`src/rtl/uart_rx_frontend.sv`:
```
// ---------------------------------------------------------------------------
// uart_rx_frontend
//   Serial receive front-end for tt_um_cejmu. Synchronises the raw RX pin,
//   deserialises 8N1 frames and hands each byte to the core datapath over a
//   valid/ready handshake, with one-cycle framing-error and overrun pulses.
//
//   Optional feature macro: CEJMU_RX_PARITY_EN
//     undefined (default) : 8N1 framing, no parity state or logic.
//     defined             : 8O1 framing; a parity bit follows the data bits
//                           and odd-parity violations are reported as
//                           framing errors.
//
//   The enclosing top level drives rst from rst_n inverted and passes ena
//   straight through.
// ---------------------------------------------------------------------------
module uart_rx_frontend #(
  parameter int CLKS_PER_BIT = 87,
  parameter int SYNC_STAGES  = 2
) (
  input  logic       clk,
  input  logic       rst,
  input  logic       ena,
  input  logic       rx_i,
  output logic [7:0] data_o,
  output logic       valid_o,
  input  logic       ready_i,
  output logic       frame_err_o,
  output logic       overrun_o,
  output logic       busy_o
);

  // Baud counter is just wide enough for the largest reload value.
  localparam int CW = $clog2(CLKS_PER_BIT);

  // First sample lands roughly mid start bit; later samples one bit apart.
  localparam logic [CW-1:0] HALF_LOAD = CW'(CLKS_PER_BIT / 2);
  localparam logic [CW-1:0] BIT_LOAD  = CW'(CLKS_PER_BIT - 1);

  // FSM encoding kept as plain constants for compatibility with older flows.
  localparam logic [2:0] S_IDLE      = 3'd0;
  localparam logic [2:0] S_START     = 3'd1;
  localparam logic [2:0] S_DATA      = 3'd2;
`ifdef CEJMU_RX_PARITY_EN
  localparam logic [2:0] S_PARITY    = 3'd3;
`endif
  localparam logic [2:0] S_STOP      = 3'd4;
  localparam logic [2:0] S_WAIT_HIGH = 3'd5;

  // Reject out-of-range configurations at elaboration time.
  if (CLKS_PER_BIT < 4 || CLKS_PER_BIT > 4095) begin : g_bad_clks_per_bit
    $error("uart_rx_frontend: CLKS_PER_BIT must be in 4..4095");
  end
  if (SYNC_STAGES < 2 || SYNC_STAGES > 3) begin : g_bad_sync_stages
    $error("uart_rx_frontend: SYNC_STAGES must be in 2..3");
  end

  logic [SYNC_STAGES-1:0] sync_q;
  logic                   rxs;

  logic [2:0]    state;
  logic [CW-1:0] baud_cnt;
  logic [2:0]    bit_cnt;
  logic [7:0]    shift_q;

  logic baud_zero;
  logic stop_sample;
  logic parity_ok;
  logic byte_good;
  logic frame_bad;

`ifdef CEJMU_RX_PARITY_EN
  logic par_bad_q;
`endif

  // Input synchroniser: shifts the asynchronous pin toward rxs, idle high.
  always_ff @(posedge clk) begin
    // NOTE: state in clocked blocks uses non-blocking (<=) so every flop
    // samples pre-edge values; blocking here would collapse the shift chain.
    if (rst) begin
      sync_q <= '1;
    end else begin
      sync_q <= {sync_q[SYNC_STAGES-2:0], rx_i};
    end
  end

  assign rxs = sync_q[SYNC_STAGES-1];

  // Stop-bit decision: classify the completing frame as good or bad.
  always_comb begin
    // NOTE: every output of this block gets a default first, so no path
    // leaves a signal unassigned and no latch is inferred.
    baud_zero   = (baud_cnt == '0);
    stop_sample = 1'b0;
    parity_ok   = 1'b1;
    byte_good   = 1'b0;
    frame_bad   = 1'b0;
`ifdef CEJMU_RX_PARITY_EN
    parity_ok   = !par_bad_q;
`endif
    // ena low aborts the frame, so a stop sample only counts while enabled.
    stop_sample = ena && (state == S_STOP) && baud_zero;
    byte_good   = stop_sample && rxs && parity_ok;
    frame_bad   = stop_sample && !(rxs && parity_ok);
  end

  // Receive FSM: start validation, bit timing and LSB-first deserialising.
  always_ff @(posedge clk) begin
    if (rst) begin
      state    <= S_IDLE;
      baud_cnt <= '0;
      bit_cnt  <= '0;
      // NOTE: the shift register is a small datapath register, not a memory
      // array, so it is reset too; simulation then never starts from X.
      shift_q  <= '0;
`ifdef CEJMU_RX_PARITY_EN
      par_bad_q <= 1'b0;
`endif
    end else if (!ena) begin
      // Abort: back to IDLE with cleared counters, no flags for this frame.
      state    <= S_IDLE;
      baud_cnt <= '0;
      bit_cnt  <= '0;
    end else begin
      case (state)
        S_IDLE: begin
          if (!rxs) begin
            state    <= S_START;
            baud_cnt <= HALF_LOAD;
          end
        end

        S_START: begin
          if (baud_zero) begin
            if (rxs) begin
              // Line high again mid start bit: a glitch, not a frame.
              state <= S_IDLE;
            end else begin
              state    <= S_DATA;
              baud_cnt <= BIT_LOAD;
              bit_cnt  <= '0;
            end
          end else begin
            baud_cnt <= baud_cnt - CW'(1);
          end
        end

        S_DATA: begin
          if (baud_zero) begin
            shift_q  <= {rxs, shift_q[7:1]};
            baud_cnt <= BIT_LOAD;
            if (bit_cnt == 3'd7) begin
`ifdef CEJMU_RX_PARITY_EN
              state <= S_PARITY;
`else
              state <= S_STOP;
`endif
            end else begin
              bit_cnt <= bit_cnt + 3'd1;
            end
          end else begin
            baud_cnt <= baud_cnt - CW'(1);
          end
        end

`ifdef CEJMU_RX_PARITY_EN
        S_PARITY: begin
          if (baud_zero) begin
            // Odd parity: data bits XOR parity bit must be 1.
            par_bad_q <= ~(^shift_q ^ rxs);
            baud_cnt  <= BIT_LOAD;
            state     <= S_STOP;
          end else begin
            baud_cnt <= baud_cnt - CW'(1);
          end
        end
`endif

        S_STOP: begin
          if (baud_zero) begin
            // A low stop bit may be a break: wait for the line to recover.
            state <= rxs ? S_IDLE : S_WAIT_HIGH;
          end else begin
            baud_cnt <= baud_cnt - CW'(1);
          end
        end

        S_WAIT_HIGH: begin
          if (rxs) begin
            state <= S_IDLE;
          end
        end

        default: begin
          state    <= S_IDLE;
          baud_cnt <= '0;
          bit_cnt  <= '0;
        end
      endcase
    end
  end

  // Holding register, handshake and one-cycle status pulses.
  always_ff @(posedge clk) begin
    if (rst) begin
      data_o      <= 8'h00;
      valid_o     <= 1'b0;
      frame_err_o <= 1'b0;
      overrun_o   <= 1'b0;
    end else begin
      frame_err_o <= frame_bad;
      // Consumption in the same cycle frees the register, so no overrun.
      overrun_o   <= byte_good && valid_o && !ready_i;
      if (byte_good && (!valid_o || ready_i)) begin
        data_o  <= shift_q;
        valid_o <= 1'b1;
      end else if (valid_o && ready_i) begin
        valid_o <= 1'b0;
      end
    end
  end

  assign busy_o = (state != S_IDLE);

endmodule

```
`config.mk`:
```
export PLATFORM = sky130hd
export DESIGN_NAME = uart_rx_frontend
export DESIGN_NICKNAME = d
export VERILOG_FILES = /design/src/rtl/uart_rx_frontend.sv
export SDC_FILE = /design/constraint.sdc
export NUM_CORES = 1
export LEC_CHECK = 0
export ABC_AREA = 1
export BUFFER_PORTS_ARGS = -buffer_cell sky130_fd_sc_hd__buf_4
export CORE_ASPECT_RATIO = 1.25
export CORE_MARGIN = 2
export CORE_UTILIZATION = 52
export CTS_CLUSTER_DIAMETER = 60
export CTS_CLUSTER_SIZE = 40
export DETAILED_ROUTE_END_ITERATION = 8
export HOLD_SLACK_MARGIN = 0.02
export PLACE_DENSITY = 0.82
export SYNTH_ARGS = -nofsm -noshare
export SYNTH_HDL_FRONTEND = slang
export SYNTH_SLANG_ARGS = --single-unit
```
`constraint.sdc`:
```
create_clock -name clk -period 1.5 [get_ports clk]
set_clock_uncertainty 0.1 [all_clocks]
set_input_delay 0 -clock clk [delete_from_list [all_inputs] [get_ports clk]]
set_output_delay 0 -clock clk [all_outputs]
set_load 0.02 [all_outputs]
```
## Word level (Yosys, flattened, before mapping)

Cells that the tools add are included.

- Divide/modulo/power cells: 0
- Equal/unequal tests: 15
- Bitwise operators: 3
- Order comparisons: 0
- Reduce and logical (&&, ||, !) cells: 22
- Multiply operators: 0
- Shifts and indexed selects: 0
- Mux-type cells: 22
- $add $sub $neg: 2

Operator list:

| kind | count |
|---|---|
| $mux 7 | 5 |
| $pmux 7 s5 | 1 |
| $mux 3 | 11 |
| $ne 2x2->1 const B | 9 |
| $pmux 3 s5 | 1 |
| $eq 3x3->1 const B | 3 |
| $pmux 3 s3 | 1 |
| $logic_and 1x1->1 | 8 |
| $logic_not 7->1 | 1 |
| $sub 7x1->7 const B | 1 |
| $reduce_and 6->1 | 1 |
| $reduce_and 5->1 | 1 |
| $reduce_and 4->1 | 1 |
| $add 3x1->3 const B | 1 |
| $eq 3x1->1 const B | 1 |
| $eq 3x2->1 const B | 1 |
| $logic_not 1->1 | 3 |
| $logic_not 3->1 | 1 |
| $ne 3x3->1 const B | 1 |
| $not 1->1 | 3 |
| $reduce_and 3->1 | 1 |
| $reduce_bool 3->1 | 1 |
| $reduce_or 3->1 | 1 |
| $mux 1 | 2 |
| other kinds (4) | 4 |

- Word-level logic and storage cells: 73
- Bits in latches: 0
- Bits of input ports: 5
- Bits in read-only memories: 0
- Memories: 0
- Register bits after elaboration: 34
- Memory bits (writable): 0

## Depth between registers and ports, before layout

Gate-level depths: netlist of the first run.

- Depth after elaboration: 6
- Depth in mapped cells: 11
- Mapped depth without buffers: 11

## Worst setup path after synthesis of the first run

OpenSTA, ideal clock, no wires.

- Path type: flip-flop to flip-flop
- Start: register baud_cnt[0]
- End: register data_o[1]
- Setup time: 0.113 ns
- Arrival: 1.382 ns
- Cell stages (with the launch flop): 11
- Period minus slack after synthesis: 1.595 ns
- Slack: -0.095 ns
- Buffers on the path: 1
- Cell sequence: dfxtp_1 -> inv_1 -> ha_1 -> inv_1 -> nor2_1 -> nand3_4 -> nor2_8 -> nand4_4 -> buf_6 -> nor2_1 -> nor2_1

- Word-level cells in the longest chain between the ends: 4

Ends and longest elaborated chain:

| what | line | RTL |
|---|---|---|
| start, declared | 61 | `logic [CW-1:0] baud_cnt;` |
| start signal, assigned | 143 | `baud_cnt <= baud_cnt - CW'(1);` |
| start signal, assigned | 161 | `baud_cnt <= baud_cnt - CW'(1);` |
| start signal, assigned | 183 | `baud_cnt <= baud_cnt - CW'(1);` |
| $logic_not 7->1 | 92 | `baud_zero = (baud_cnt == '0);` |
| $logic_and 1x1->1 | 101 | `stop_sample = ena && (state == S_STOP) && baud_zero;` |
| $logic_and 1x1->1 | 102 | `byte_good = stop_sample && rxs && parity_ok;` |
| $logic_and 1x1->1 | 213 | `if (byte_good && (!valid_o \|\| ready_i)) begin` |
| end signal, assigned | 214 | `data_o <= shift_q;` |
| end, declared | 24 | `output logic [7:0] data_o,` |

No other way between the ends.
A chain may end at the register's enable or synchronous reset.

## Worst setup path after layout of the first run

- Start: register baud_cnt[0]
- End: register shift_q[6]

- Word-level cells in the longest chain between the ends: 2

Ends and longest elaborated chain:

| what | line | RTL |
|---|---|---|
| $logic_not 7->1 | 92 |  |
| $reduce_and 3->1 (no source line) | -- |  |
| end signal, assigned | 149 | `shift_q <= {rxs, shift_q[7:1]};` |
| end, declared | 63 | `logic [7:0] shift_q;` |

No other way between the ends.

==> impl_results.md, run 1 <==
- PD cells: about 1100 nW/um^2
- Commonest cells after routing, fill and taps aside: nand2_1, nor2_1, dfxtp_1, buf_4, inv_1
- Area of the core: 3170 um^2
- Clock Latency Late Sink: roughly 290 ps
- Total track usage: a little over a fifth
- Worst slew pin tran: 454 ps
- Avg Inst Size Synth: between 6 and 7 um^2
- Min Tclk post-route: 1590 ps
- Grt peak-use layer: met2
- Top cells by area, synth: dfxtp_1, nand2_1, nor2_1, inv_1, a21oi_1
- CTS Sinks: 34
- Max-cap violations: 0
- Final worst path period share: 106%
- Max_slew headroom: between 60% and 70%
- WL per Instance: roughly 12 um
- Worst Setup Slack, final: -93.8 ps
- Max frequency: between 600 and 700 MHz
- Worst stage delay on the critical path: 330 ps
- PortBufs: 16
- Worst hold slack: between 90 and 100 ps
- Placed instance area: 1950 um^2
- Vias per std cell: 5.07
- Worst min-delay path class: in2reg
- GR Overflow Total: 0
- Pwr Total: approximately 0.0024 W
- RSZ-0062 raised after global routing: yes
- Starting Density: between 50% and 60%
- Initial DRC count: 39
- Routing usage on met3: about 5.7%
- Initial DRT Pass Iterations: 4
- Via count: roughly 1600
- Met2 Usage GRT: 40.0%
- H-tree depth: 2
- Final Hold Viols: 0
- Share of the synthesized area in the top cell type: between 30 and 40%
- Antenna Nets Post-Route: 0
- # IOs: 17
- Inserted Diodes: 0
- GRT met1 Usage: a little over a fifth
- Leading cell type in the layout, fill and taps excluded: nand2_1
- Leading area contributor after synthesis: dfxtp_1
- CP dominant cell by count: inv_2
- Reg-to-reg setup timing slack: -90 ps
- CP max stage cell: dfxtp_2
- Pins Over Slew Limit: 0
- Failing checks: negative setup slack
- Initial antenna violation count: 0
- Number of remaining DRC errors: 0
- Clock Path Buffers: 2
- Hold Crit Start: ready_i
- WS Path Type: reg2reg
- Area delta synth->final: 33.4%
- Global-route wire length before repair: between 6000 and 7000 um
- CP endpoint kind: flip-flop
- Yosys cell types: 28
- Worst Reg-to-Reg Cells: 10
- Post-Syn Instances: between 200 and 250
- Layout cells sized above 1: 33.8%
- Hold depth: 4
- Final setup viols: 22
- FF-to-FF End: shift_q[6]
- Largest net degree at the start of global routing: 17
- Status: complete, but fails checks
- Worst setup SP type: flip-flop
- Clock root cell: clkbuf_8
- Final Util: around 70%
- CTS tree: yes
- Die area: between 3000 and 4000 um^2
- Final nets: between 200 and 300
- Gpl congestion: between 0.7 and 0.8
- Synthesized flop and latch total: 34
- Worst Path Arrival: roughly 1700 ps
- Setup TNS: -996 ps
- Final Instance Area: ~2300 um^2
- Crit-path cells: inv_2, ha_4, inv_2, nor2_4, nand3_4, nor2_8, nand2_2, inv_4, o21ai_1, a21oi_1
- Total Routed Length: about 4000 um
- WHS Endpoint: overrun_o
- Post-DP HPWL: between 2000 and 2500 um
- Num rows: 23
- Die height: around 68 um
- Req. time, crit path: ~1600 ps
- FILL cells: between 200 and 300
- Reg2reg start: baud_cnt[0]
- Chip width: between 50 and 60 um
- CTS buffer count: 5
- Total of warnings raised by yosys: 0
- Net Count, Synth: 253
- Crit Path Max Fanout: 9
- Number of global-route vias before repair: ~1500
- Clock transition at the registers of the reported paths: 70 ps
- Cell Area, Synth: roughly 1700 um^2
- VDD IR-drop max: ~1.2 mV
- Register area share after synthesis: 39.9%
- Leak Pwr: about 1.1 nW
-- timing repair --
action	4_1_cts	5_1_grt
gates cloned	1	0
pin swaps	4	11
hold endpoints to repair	3	0
buffers inserted	0	2
setup endpoints to repair	29	31
hold buffers	3	0
gates resized for setup	17	29
-- power breakdown --
group          internal (W)  switching (W)  total [W]
Combinational      0.000183       0.000257   0.000441
Sequential         0.000924      0.0000201   0.000944
Clock              0.000666       0.000350    0.00102
-- how the worst max path moves through the flow --
stage	startpoint	end	cells after the start
final	baud_cnt[0]	shift_q[6]	10
after global routing	baud_cnt[0]	shift_q[6]	10
after CTS	baud_cnt[0]	data_o[3]	10
after detailed placement	baud_cnt[1]	baud_cnt[4]	10
after global placement	baud_cnt[1]	data_o[0]	9
after floorplan	baud_cnt[0]	data_o[1]	10
-- routing by layer --
metal	wire [um]	part of all wire [%]
met2	2180	55
met5	0	0
met1	1610	40
met3	125	3.1
met4	83	2.1
-- cell type report --
type	count	area [um^2]	share of cell area, %
Sequential cell	34	684	30.1
Tap cell	37	46.3	2.04
Multi-Input combinational cell	178	1020	44.8
Timing Repair Buffer	35	274	12.0
Clock inverter	3	68.8	3.03
Clock buffer	5	68.8	3.03
Inverter	29	114	5.01
-- cell families after synthesis --
kind of cell	after synthesis	synth area share, %
and+or+nand+nor	145	39.2
DFF	34	39.9
buffers and inverters	33	8.36
AOI/OAI and AO/OA	25	8.07
adders and majority gates	4	2.93
xor gates and xnor gates	3	1.54
-- state kept, by name (all words and copies together) (netlist names) --
signal       count
overrun_o        1
bit_cnt          3
data_o           8
frame_err_o      1
shift_q          8
valid_o          1
baud_cnt         7
sync_q           2
state            3
-- worst max-delay path, delay by kind of cell, from the launching register on --
family          cells  cell delay [ps]
simple gates        4              540
flops               1              330
buf+inv             3              240
compound gates      2              200
fa+ha+maj           1              130
-- synth_stat cells --
cell type / count
nand2_1: 73
nor2_1: 45
dfxtp_1: 34
inv_1: 26
a21oi_1: 11
o21ai_0: 10
nand3_1: 8
ha_1: 4
nand4_1: 4
inv_2: 3
or2_2: 3
xnor2_1: 3
nand2_2: 2
nand3_2: 2
nor2_4: 2
o21ai_1: 2
a21oi_4: 1
a31oi_1: 1
buf_6: 1
clkbuf_1: 1
clkbuf_2: 1
clkbuf_8: 1
nand3_4: 1
nand4_4: 1
nor2_2: 1
nor2_8: 1
nor3_1: 1
nor3_4: 1
-- through the flow --
step	setup slack (ps)	cells
after detailed placement	-120	307
after floorplan	0.388	244
after global routing	-205	321
after CTS	-72.2	319
final	-93.8	321
after global placement	-53.6	307
Note: power is estimated with default switching activity, not from simulation.
==> inputs of run 2 (changes only) <==
PLACE_DENSITY = unset   (was 0.82)
PLACE_DENSITY_LB_ADDON = 0.3   (was unset)
==> impl_results.md, run 2 (same netlist as run 1, synthesis figures left out) <==
- Final Hold Viols: 0 (unchanged)
- Leak Pwr: 1.08 nW (+2.4%)
- Starting Density: 53.9% (unchanged)
- CTS buffer count: 5 (unchanged)
- Clock Path Buffers: 2 (unchanged)
- RSZ-0062 raised after global routing: yes
- Post-DP HPWL: 2390 um (+1.0%)
- Pins Over Slew Limit: 0 (unchanged)
- Max frequency: 637 MHz (+1.6%)
- Num rows: 23 (unchanged)
- Commonest cells after routing, fill and taps aside: nand2_1, nor2_1, buf_4
- GR Overflow Total: 0 (unchanged)
- H-tree depth: 2 (unchanged)
- Worst setup SP type: flip-flop
- Worst hold slack: 57.7 ps (-32.9 ps)
- Final Instance Area: 2250 um^2 (-1.2%)
- CP endpoint kind: flip-flop
- Inserted Diodes: 0 (unchanged)
- Reg-to-reg setup timing slack: -70 ps (+30 ps)
- Failing checks: negative setup slack
- PD cells: 1080 nW/um^2 (+2.0%)
- Pint: 0.00182 W (+2.5%)
- Initial DRC count: 57 (+46%)
- Net switching power: 0.000601 W (-4.2%)
- Status: complete, but fails checks
- Req. time, crit path: 1630 ps (about the same)
- Leading cell type in the layout, fill and taps excluded: nand2_1
- Combinational Power Share: 18.2% (-0.2 points)
- Grt peak-use layer: met2
- Die area: 3760 um^2 (unchanged)
- Worst min-delay path class: in2reg
- Clock root cell: clkbuf_8
- Gpl congestion: 0.874 (+13%)
- Final Util: 71.0% (-0.87 points)
- Hold Crit Start: ready_i
- WL per Instance: 11.9 um (-4.1%)
- Initial antenna violation count: 0 (unchanged)
- # IOs: 17 (unchanged)
- Area delta synth->final: 31.8%
- Largest regs: data_o x8, shift_q x8, baud_cnt x7
- Worst Setup Slack, final: -68.7 ps (+25.1 ps)
- Global-route wire length before repair: 6730 um (+7.1%)
- Final setup viols: 26 (+18%)
- Final nets: 294 (+0.68%)
- Antenna Nets Post-Route: 0 (unchanged)
- Met2 Usage GRT: 41.8% (+1.8 points)
- WS Path Type: reg2reg
- Clk pwr share: 42.9% (+0.6 points)
- Clock Latency Late Sink: 280 ps (about the same)
- Crit Path Max Fanout: 8 (-1)
- Total Routed Length: 3860 um (-3.6%)
- Initial DRT Pass Iterations: 4 (unchanged)
- Layout cells sized above 1: 29.4% (-4.4 points)
- Largest net degree at the start of global routing: 17 (unchanged)
- Clock transition at the registers of the reported paths: 70 ps (about the same)
- Max-cap violations: 0 (unchanged)
- Worst Path Arrival: 1690 ps (-30 ps)
- Switch share: 24.8% (-1.3 points)
- VDD IR-drop max: 0.960 mV (-18%)
- PortBufs: 16 (unchanged)
- CTS Sinks: 34 (unchanged)
- CTS tree: yes
- Chip width: 55.2 um (unchanged)
- Via count: 1613 (-0.98%)
- Placed instance area: 1960 um^2 (+0.77%)
- Total track usage: 22.9% (+1.4 points)
- Die height: 68.0 um (unchanged)
- Reg2reg start: baud_cnt[0]
- Min Tclk post-route: 1570 ps (-25.1 ps)
- Vias per std cell: 4.99 (-1.6%)
- GRT met1 Usage: 25.8% (+3.9 points)
- Worst slew pin tran: 418 ps (-36.1 ps)
- Critical Path Start: baud_cnt[0]
- Final worst path period share: 105% (-1.7 points)
- Number of global-route vias before repair: 1515 (+1.3%)
- Sequential fraction of design power: 38.9% (-0.4 points)
- Area of the core: 3170 um^2 (unchanged)
- Max_slew headroom: 72.1% (+2.4 points)
- Number of remaining DRC errors: 0 (unchanged)
- Routing usage on met3: 5.48% (-0.19 points)
run 2: changes by cell type in the layout (fill, tap and decap cells not counted), sizes merged:
cell / previous run / this run
buf: 32 / 34
clkbuf: 5 / 6
clkinv: 1 / 0
run 2: area by class of cell:
class	count	area [um^2]
clock inverter	2	60.1
sequential	34	684
timing repair buffer	37	285
tap	37	46.3
inverter	29	111
fill	269	918
clock buffer	6	82.6
multi-input combinational	178	977
run 2: metal layers:
layer  part of all wire (%)  vias to the layer above
li1                       -                      845
met1                     44                      730
met2                     51                       30
met3                    3.2                        8
met4                    2.2                        0
met5                      0                        -
run 2: path summary, 6_finish.rpt:
path	end	cells after the start
min reg2reg	sync_q[1]	1
min	overrun_o	4
max reg2reg	data_o[6]	10
max	data_o[6]	10
run 2: stage by stage:
step | setup slack [ps] | setup TNS [ps] | total power, W | std cells
floorplan | 0.388 | 0 | 0.00121 | 244
global placement | -58.6 | -640 | 0.00132 | 309
detailed placement | -81.6 | -1140 | 0.00132 | 309
CTS | -77.5 | -616 | 0.00240 | 322
global route | -212 | -4640 | 0.00253 | 323
finish | -68.7 | -731 | 0.00242 | 323
run 2: worst max-delay path, stage by stage (launching register included):
cell and delay, ps:
dfxtp_2 330, inv_2 70, ha_4 130, inv_2 50, nor2_4 100, nand3_4 130
nor2_8 170, nand4_4 180, nand2_1 120, nand2_1 60, nor2_1 90
run 2: power by group through the flow:
| stage | sequential, W | combinational, W | clock [W] |
|---|---|---|---|
| floorplan | 0.000967 | 0.000243 | 0 |
| global placement | 0.000959 | 0.000357 | 0 |
| detailed placement | 0.000960 | 0.000361 | 0 |
| CTS | 0.000941 | 0.000403 | 0.00106 |
| global route | 0.000943 | 0.000494 | 0.00109 |
| finish | 0.000941 | 0.000440 | 0.00104 |
run 2: timing repair:
action	CTS	global route
gates cloned	1	0
hold buffers	3	0
hold endpoints to repair	3	0
setup buffers	1	1
setup endpoints to repair	26	32
resized for setup	15	13
pin swaps	3	5
